$ cat config.mk
export PLATFORM = sky130hd
export DESIGN_NAME = hazard_bubble_ctrl
export DESIGN_NICKNAME = d
export VERILOG_FILES = /design/src/rtl/hazard_bubble_ctrl.sv
export SDC_FILE = /design/constraint.sdc
export NUM_CORES = 1
export LEC_CHECK = 0
export ABC_CLOCK_PERIOD_IN_PS = 2100
export BUFFER_PORTS_ARGS = -buffer_cell sky130_fd_sc_hd__buf_2
export CORE_AREA = 8 8 71 73
export CTS_BUF_LIST = sky130_fd_sc_hd__clkbuf_8
export DETAILED_ROUTE_END_ITERATION = 16
export DIE_AREA = 0 0 79 81
export GPL_ROUTABILITY_DRIVEN = 0
export GPL_TIMING_DRIVEN = 1
export HOLD_SLACK_MARGIN = 0.15
export MAX_ROUTING_LAYER = met4
export PLACE_DENSITY = 0.76
export SYNTH_ARGS = -nofsm -noshare
export SYNTH_HDL_FRONTEND = slang
export SYNTH_SLANG_ARGS = --single-unit
$ cat constraint.sdc
create_clock -name clk -period 2.1 [get_ports clk]
set_input_delay 0.42 -clock clk [delete_from_list [all_inputs] [get_ports clk]]
set_output_delay 0.42 -clock clk [all_outputs]
set_load 0.005 [all_outputs]
$ cat src/rtl/hazard_bubble_ctrl.sv
// Load-use hazard detector that owns the ID/EX control register, inserts bubbles,
// stalls PC and IF/ID, and keeps a saturating count of inserted bubbles.
module hazard_bubble_ctrl #(
  parameter int unsigned CTRL_W      = 11,
  parameter int unsigned MEMREAD_BIT = 0,
  parameter int unsigned REG_AW      = 5,
  parameter int unsigned LOAD_STALL  = 1,
  parameter int unsigned CNT_W       = 16
) (
  input  logic              clk,
  input  logic              rst_n,
  input  logic [CTRL_W-1:0] id_ctrl_i,
  input  logic              id_valid_i,
  input  logic [REG_AW-1:0] id_rs_i,
  input  logic [REG_AW-1:0] id_rt_i,
  input  logic              id_uses_rt_i,
  input  logic [REG_AW-1:0] id_dst_i,
  input  logic              flush_i,
  input  logic              stall_ext_i,
  output logic [CTRL_W-1:0] ex_ctrl_o,
  output logic [REG_AW-1:0] ex_dst_o,
  output logic              pc_write_o,
  output logic              ifid_write_o,
  output logic              hazard_o,
  output logic [CNT_W-1:0]  bubble_cnt_o
);

  if (LOAD_STALL == 0 || LOAD_STALL > 7 || MEMREAD_BIT >= CTRL_W) begin : g_param_err
    $fatal(1, "hazard_bubble_ctrl: LOAD_STALL must be 1..7 and MEMREAD_BIT < CTRL_W");
  end

  typedef enum logic [0:0] {StIdle, StStall} state_e;

  localparam logic [2:0] StallInit = 3'(LOAD_STALL - 1);

  state_e            state_q, state_d;
  logic [2:0]        rem_q, rem_d;
  logic [CTRL_W-1:0] ex_ctrl_q, ex_ctrl_d;
  logic [REG_AW-1:0] ex_dst_q, ex_dst_d;
  logic [CNT_W-1:0]  cnt_q, cnt_d;
  logic              hazard, cnt_inc, pc_write;

  always_comb begin
    logic rs_match, rt_match;
    rs_match = (ex_dst_q == id_rs_i);
    rt_match = id_uses_rt_i && (ex_dst_q == id_rt_i);
    hazard   = (state_q == StIdle) && id_valid_i && ex_ctrl_q[MEMREAD_BIT] &&
               (ex_dst_q != '0) && (rs_match || rt_match);
  end

  always_comb begin
    state_d   = state_q;
    rem_d     = rem_q;
    ex_ctrl_d = ex_ctrl_q;
    ex_dst_d  = ex_dst_q;
    cnt_inc   = 1'b0;
    pc_write  = 1'b1;
    if (flush_i) begin
      ex_ctrl_d = '0;
      ex_dst_d  = '0;
      state_d   = StIdle;
      rem_d     = '0;
    end else if (stall_ext_i) begin
      pc_write = 1'b0;
    end else if (state_q == StStall) begin
      ex_ctrl_d = '0;
      ex_dst_d  = '0;
      pc_write  = 1'b0;
      cnt_inc   = 1'b1;
      rem_d     = rem_q - 3'd1;
      if (rem_q == 3'd1) begin
        state_d = StIdle;
      end
    end else if (hazard) begin
      ex_ctrl_d = '0;
      ex_dst_d  = '0;
      pc_write  = 1'b0;
      cnt_inc   = 1'b1;
      // The hazard cycle is the first bubble; STALL covers the remainder.
      if (LOAD_STALL > 1) begin
        state_d = StStall;
        rem_d   = StallInit;
      end
    end else begin
      ex_ctrl_d = id_valid_i ? id_ctrl_i : '0;
      ex_dst_d  = id_valid_i ? id_dst_i : '0;
    end
    cnt_d = (cnt_inc && (cnt_q != '1)) ? cnt_q + CNT_W'(1) : cnt_q;
  end

  always_ff @(posedge clk or negedge rst_n) begin
    if (!rst_n) begin
      state_q   <= StIdle;
      rem_q     <= '0;
      ex_ctrl_q <= '0;
      ex_dst_q  <= '0;
      cnt_q     <= '0;
    end else begin
      state_q   <= state_d;
      rem_q     <= rem_d;
      ex_ctrl_q <= ex_ctrl_d;
      ex_dst_q  <= ex_dst_d;
      cnt_q     <= cnt_d;
    end
  end

  assign ex_ctrl_o    = ex_ctrl_q;
  assign ex_dst_o     = ex_dst_q;
  assign pc_write_o   = pc_write;
  assign ifid_write_o = pc_write;
  assign hazard_o     = hazard;
  assign bubble_cnt_o = cnt_q;

endmodule
==> results of run 1 <==
stage by stage:
step,power (mW),utilization
detailed placement,0.869,0.556
finish,1.47,0.627
global route,1.53,0.627
floorplan,0.784,-
global placement,0.865,0.556
CTS,1.48,0.616
logic make-up after synthesis:
group	share of synthesized area
AO/OA/AOI/OAI	0.137
XOR/XNOR	0.124
adder cells (fa/ha/maj)	0.0221
buffers and inverters	0.0295
flip-flops	0.530
multiplexers	0.0199
AND/OR/NAND/NOR	0.138
worst max-delay path, stage by stage, from the launching register on:
cell and delay [ns]:
dfrtp_1 0.41, or4_1 0.53, o21ai_1 0.14, buf_4 0.13, o31ai_2 0.07, buf_4 0.14, o21bai_1 0.13, buf_2 0.13
registers in the layout (all words and copies together), names as in the netlist:
signal	flops
ex_ctrl_o	11
bubble_cnt_o	16
rem_q	3
state_q	1
ex_dst_o	5
where the power goes:
group | leakage (nW) | switching [mW] | internal [mW]
Combinational | 0.752 | 0.0685 | 0.0705
Sequential | 0.490 | 0.0155 | 0.710
Clock | 0.0541 | 0.251 | 0.351
Total | 1.30 | 0.335 | 1.13
synth_stat cells (all sizes together):
cell	count	area [um2]
o31ai	3	27.5
or2	1	6.26
xnor2	12	105
nand3b	1	7.51
nand3	3	15.0
and3	3	20.0
a32oi	1	8.76
ha	3	37.5
nor4	3	25.0
clkbuf	1	3.75
dfrtp	36	901
mux2	3	33.8
nand4	7	43.8
a211oi	2	15.0
nor2	10	37.5
o2111a	1	11.3
or4	1	7.51
o21bai	1	7.51
nor2b	1	6.26
o311a	1	11.3
a22o	16	141
inv	5	18.8
o21ai	2	10.0
nand2	11	41.3
xor2	12	105
nor3	3	15.0
buf	4	27.5
or2b	1	8.76
what timing repair did:
action | in CTS | in global routing
buffers inserted | 6 | 0
endpoints found under the setup margin | 19 | 19
resized for setup | 19 | 8
pin swaps | 12 | 6
layer usage:
| layer | GRT usage | part of all wire | wire (um) |
|---|---|---|---|
| met1 | 0.171 | 0.44 | 2040 |
| met2 | 0.242 | 0.49 | 2230 |
| met3 | 0.0430 | 0.068 | 311 |
| met4 | 0.0352 | 0.0031 | 14 |
| met5 | - | 0 | 0 |
worst max path at each step:
stage	from	end	slack [ns]	cells past startpoint
final	ex_dst_o[1]$_DFFE_PN0P_	ifid_write_o	-0.29	7
after global routing	ex_dst_o[1]$_DFFE_PN0P_	pc_write_o	-0.41	7
after CTS	ex_dst_o[1]$_DFFE_PN0P_	pc_write_o	-0.31	7
after detailed placement	id_rt_i[2]	bubble_cnt_o[4]$_DFFE_PN0P_	-0.25	9
after global placement	id_rt_i[2]	bubble_cnt_o[3]$_DFFE_PN0P_	-0.20	9
after floorplan	ex_dst_o[1]$_DFFE_PN0P_	bubble_cnt_o[12]$_DFFE_PN0P_	0.0003	7
final cells by class:
class | count | area (um2) | area share
multi-input combinational | 102 | 857 | 0.349
tap | 50 | 62.6 | 0.0255
clock buffer | 5 | 68.8 | 0.0280
clock inverter | 3 | 42.5 | 0.0173
timing repair buffer | 83 | 502 | 0.204
inverter | 5 | 18.8 | 0.00765
sequential | 36 | 902 | 0.368
==> metrics.md, run 1 <==
| Metric | Value |
|---|---|
| Layout fillers | 316 |
| Clk sinks | 36 |
| Drt drc | 0 |
| Critical Setup Path Class | flip-flop to output port |
| Synth Instances | 148 |
| CP Data Required Time | 1.68 ns |
| Highest-count cells in the layout ignoring fill and taps | buf_2 (66), dfrtp_1 (35), a22o_1 (15) |
| Period utilization | 1.14 |
| Syn Nets | 183 |
| CP Capture Type | output port |
| R2r startpoint | ex_dst_o[4]$_DFFE_PN0P_ |
| GRT Total Usage | 0.146 |
| Largest net degree at the start of global routing | 37 |
| Commonest non-fill, non-tap cell in the layout | buf_2 |
| Largest fanout on the critical path | 4 |
| Yosys warns | 0 |
| Design Area, Final | 2450 um2 |
| Area of the core | 3910 um2 |
| Routed wire length | 4590 um |
| Max cap viols | 0 |
| Final TNS setup | -1.58 ns |
| Die width | 79 um |
| Per-cell routed wire length | 16.2 um |
| IO Pins | 67 |
| TritonCTS Buffers | 5 |
| Pre-CTS WS | -0.252 ns |
| Drt first-iter violations | 63 |
| Count of final max-slew check failures | 0 |
| Routed via count | 1448 |
| CTS tree | yes |
| Area Overhead vs Synth | 44.4% |
| Clk Latency, worst-skew pair | 0.28 ns |
| Post-synth cell types | 35 |
| Cells after DPL | 271 |
| Worst Path Arrival | 1.97 ns |
| Clock skew | 0.00384 ns |
| Clk buf depth | 2 |
| I/O Buffers | 66 |
| Failing checks | negative setup slack |
| Seq/Total Area, Yosys | 0.530 |
| Clk slew on worst S/H paths | 0.08 ns |
| H-tree depth | 2 |
| Core Rows | 23 |
| Worst-margin pin slew | 1.13 ns |
| Final setup fails | 18 |
| Nets | 268 |
| Die Area | 6400 um2 |
| Total grt overflow | 0 |
| Post-layout min period | 2.39 ns |
| Die Ht | 81 um |
| Initial antenna violation count | 0 |
| Status | finished, violations left |
| Placement Cell Area | 2180 um2 |
| CTS Root Cell | clkbuf_8 |
| Final Hold Slack | 0.212 ns |
| FF-to-FF End | bubble_cnt_o[15]$_DFFE_PN0P_ |
| Non-filler instance count after layout | 284 |
| First-pass DRT Iterations | 4 |
| Mapped cell area | 1700 um2 |
| Final ANT Viol Nets | 0 |
| Setup ws final | -0.291 ns |
| Slew Limit Headroom | 0.244 |
| First-pass GRT wire length | 7270 um |
| FF-to-FF path depth | 9 |
| Post-DP HPWL | 3320 um |
| Vias per Instance | 5.10 |
| RSZ-0062 raised after global routing | true |
| VDD IR max | 0.000488 V |
| Flop-to-flop setup slack | -0.12 ns |
| Startpoint Class | flip-flop |
| Vias in the first global route | 1545 |
| Hold buffers post-CTS | 0 |
| Power per cell area | 598 nW/um2 |
| Syn_area_per_cell | 11.5 um2 |
| Worst min path class | input pin to async pin |
| Antenna diode count | 0 |
| Leakage | 1.30 nW |
| Initial Util | 0.434 |
| Share of cells above drive strength 1 | 0.483 |
| Synthesized flop and latch total | 36 |
| F_max | 418 MHz |
| Hold violation count in the final report | 0 |
Power figures use the tool's default switching activity.
==> run 2: changes to the inputs <==
Settings changed: CORE_AREA 8 8 71 73 to 8 8 75 77, DIE_AREA 0 0 79 81 to 0 0 83 85, PLACE_DENSITY 0.76 to 0.68.
==> run 2 against run 1 <==
Net effect: the run still ends with negative setup slack left; setup slack got worse by 0.049 ns; clock power decreased by 16%; register-to-register slack got worse by 0.02 ns; first-iteration DRC count decreased by 6.3%; cell count increased by 2.5%; sequential power about the same; clock skew about the same; maximum frequency decreased by 2.0%; critical path depth unchanged; power decreased by 6.4%; count of clock-buffer cells in the layout increased by 1; hold slack got worse by 0.0060 ns; critical path type unchanged.
==> metrics.md, run 2 (synthesis gave the netlist of run 1 again) <==
| Metric | Value |
|---|---|
| Status | finished, violations left (unchanged) |
| Failing checks | negative setup slack (unchanged) |
| First-pass DRT Iterations | 4 (unchanged) |
| Routed wire length | 4600 um (was 4590 um) |
| IO Pins | 67 (unchanged) |
| Leakage | 1.26 nW (was 1.30 nW) |
| Initial antenna violation count | 0 (unchanged) |
| Clock skew | 0.00407 ns (was 0.00384 ns) |
| Largest fanout on the critical path | 4 (unchanged) |
| Antenna diode count | 0 (unchanged) |
| Clock Power Share | 0.367 (was 0.411) |
| Comb power frac | 0.103 (was 0.095) |
| Die Area | 7060 um2 (was 6400 um2) |
| Vias per Instance | 5.09 (was 5.10) |
| Total grt overflow | 0 (unchanged) |
| Layout fillers | 387 (was 316) |
| Clk Latency, worst-skew pair | 0.29 ns (was 0.28 ns) |
| Max cap viols | 0 (unchanged) |
| H-tree depth | 2 (unchanged) |
| Placement Cell Area | 2180 um2 (about the same) |
| Highest-count cells in the layout ignoring fill and taps | buf_2 (66), dfrtp_1 (34), a22o_1 (15) (was buf_2 (66), dfrtp_1 (35), a22o_1 (15)) |
| Max reg flops | 16 (unchanged) |
| FF-to-FF End | bubble_cnt_o[7]$_DFFE_PN0P_ (was bubble_cnt_o[15]$_DFFE_PN0P_) |
| Setup ws final | -0.340 ns (was -0.291 ns) |
| Hold buffers post-CTS | 0 (unchanged) |
| Core Rows | 25 (was 23) |
| Area of the core | 4540 um2 (was 3910 um2) |
| Post-DP HPWL | 3180 um (was 3320 um) |
| Die width | 83 um (was 79 um) |
| Vias in the first global route | 1605 (was 1545) |
| Clk slew on worst S/H paths | 0.07 ns (was 0.08 ns) |
| FF-to-FF path depth | 10 (was 9) |
| Sequential Power Share | 0.529 (was 0.495) |
| Clk sinks | 36 (unchanged) |
| R2r startpoint | ex_dst_o[1]$_DFFE_PN0P_ (was ex_dst_o[4]$_DFFE_PN0P_) |
| Slew Limit Headroom | 0.254 (was 0.244) |
| Startpoint Class | flip-flop (unchanged) |
| CP Data Required Time | 1.68 ns (about the same) |
| CTS tree | yes (unchanged) |
| Internal power | 1.04 mW (was 1.13 mW) |
| Worst-margin pin slew | 1.12 ns (was 1.13 ns) |
| First-pass GRT wire length | 7540 um (was 7270 um) |
| Final ANT Viol Nets | 0 (unchanged) |
| Count of final max-slew check failures | 0 (unchanged) |
| TritonCTS Buffers | 5 (unchanged) |
| GRT Total Usage | 0.132 (was 0.146) |
| Drt first-iter violations | 59 (was 63) |
| RSZ-0062 raised after global routing | true (unchanged) |
| Nets | 271 (was 268) |
| Clk buf depth | 2 (unchanged) |
| Design Area, Final | 2470 um2 (was 2450 um2) |
| Critical Setup Path Class | flip-flop to output port (unchanged) |
| Per-cell routed wire length | 15.8 um (was 16.2 um) |
| Final setup fails | 19 (was 18) |
| Hold violation count in the final report | 0 (unchanged) |
| Period utilization | 1.16 (was 1.14) |
| I/O Buffers | 66 (unchanged) |
| CP Capture Type | output port (unchanged) |
| Total power | 1.37 mW (was 1.47 mW) |
| Commonest non-fill, non-tap cell in the layout | buf_2 (unchanged) |
| Routed via count | 1480 (was 1448) |
| Share of cells above drive strength 1 | 0.481 (was 0.483) |
| Power per cell area | 555 nW/um2 (was 598 nW/um2) |
| F_max | 410 MHz (was 418 MHz) |
| Drt drc | 0 (unchanged) |
| Net Sw Frac | 0.239 (was 0.228) |
| Worst Path Arrival | 2.02 ns (was 1.97 ns) |
| Sw power | 0.328 mW (was 0.335 mW) |
| Flop-to-flop setup slack | -0.14 ns (was -0.12 ns) |
| Final Hold Slack | 0.206 ns (was 0.212 ns) |
| Die Ht | 85 um (was 81 um) |
| Post-layout min period | 2.44 ns (was 2.39 ns) |
| CTS Root Cell | clkbuf_8 (unchanged) |
| Worst min path class | input pin to async pin (unchanged) |
| Largest net degree at the start of global routing | 37 (unchanged) |
| VDD IR max | 0.000327 V (was 0.000488 V) |
| Initial Util | 0.375 (was 0.434) |
| Area Overhead vs Synth | 45.4% (was 44.4%) |
| Final TNS setup | -2.48 ns (was -1.58 ns) |
==> run 2: changes by cell type in the layout (fill, tap and decap cells not counted), moves of 2 or more <==
cell and delta:
buf_6 -2, buf_4 +3, xnor2_2 -2, nand2_1 +3, xnor2_1 +2, nand2_4 -2
==> run 2: critical path, stage by stage, from the launching register on <==
cell and delay [ns]:
dfrtp_1 0.42, or4_4 0.55, o21ai_2 0.16, buf_6 0.12, o31ai_4 0.07, buf_4 0.14
o21bai_1 0.15, buf_2 0.14
==> run 2: power groups by stage <==
stage                     registers (mW)  clock network (mW)  logic, mW
final                              0.726               0.504      0.142
after CTS                          0.725               0.521      0.138
after global placement             0.737                   0      0.131
after global routing               0.729               0.552      0.158
after detailed placement           0.738                   0      0.132
after floorplan                    0.739                   0     0.0450
==> run 2: worst max-delay path by stage <==
stage,start,end,slack (ns),cells after the start
floorplan,ex_dst_o[1]$_DFFE_PN0P_,bubble_cnt_o[12]$_DFFE_PN0P_,0.0003,7
global placement,id_rt_i[2],bubble_cnt_o[7]$_DFFE_PN0P_,-0.16,9
detailed placement,id_rt_i[2],bubble_cnt_o[8]$_DFFE_PN0P_,-0.24,9
CTS,ex_dst_o[1]$_DFFE_PN0P_,ifid_write_o,-0.34,7
global route,ex_dst_o[1]$_DFFE_PN0P_,pc_write_o,-0.44,7
finish,ex_dst_o[1]$_DFFE_PN0P_,ifid_write_o,-0.34,7
==> run 2: area by class of cell <==
cell class	count	area, um2	area share
Clock buffer	6	82.6	0.0334
Tap cell	54	67.6	0.0274
Sequential cell	36	903	0.366
Clock inverter	2	10.0	0.00405
Timing Repair Buffer	86	549	0.222
Inverter	5	18.8	0.00760
Multi-Input combinational cell	102	838	0.339
==> run 2: repair_timing <==
item / 4_1_cts / 5_1_grt
cloned: 1 / 0
buffers inserted: 5 / 3
setup endpoints to repair: 18 / 21
resized for setup: 14 / 8
pin swaps: 5 / 9
==> run 2: metrics by stage <==
stage	setup WS [ns]	instances	util
2_1_floorplan	0.000315	148	-
5_1_grt	-0.443	291	0.545
6_report	-0.340	291	0.545
4_1_cts	-0.336	288	0.529
3_3_place_gp	-0.155	275	0.481
3_5_place_dp	-0.237	275	0.481
==> run 2: per-layer routing <==
layer  vias to the layer above  GRT usage  part of all wire
li1                        711          -                 -
met1                       698      0.163              0.46
met2                        65      0.193              0.44
met3                         6     0.0508             0.085
met4                         0     0.0431            0.0093
met5                         -          -                 0
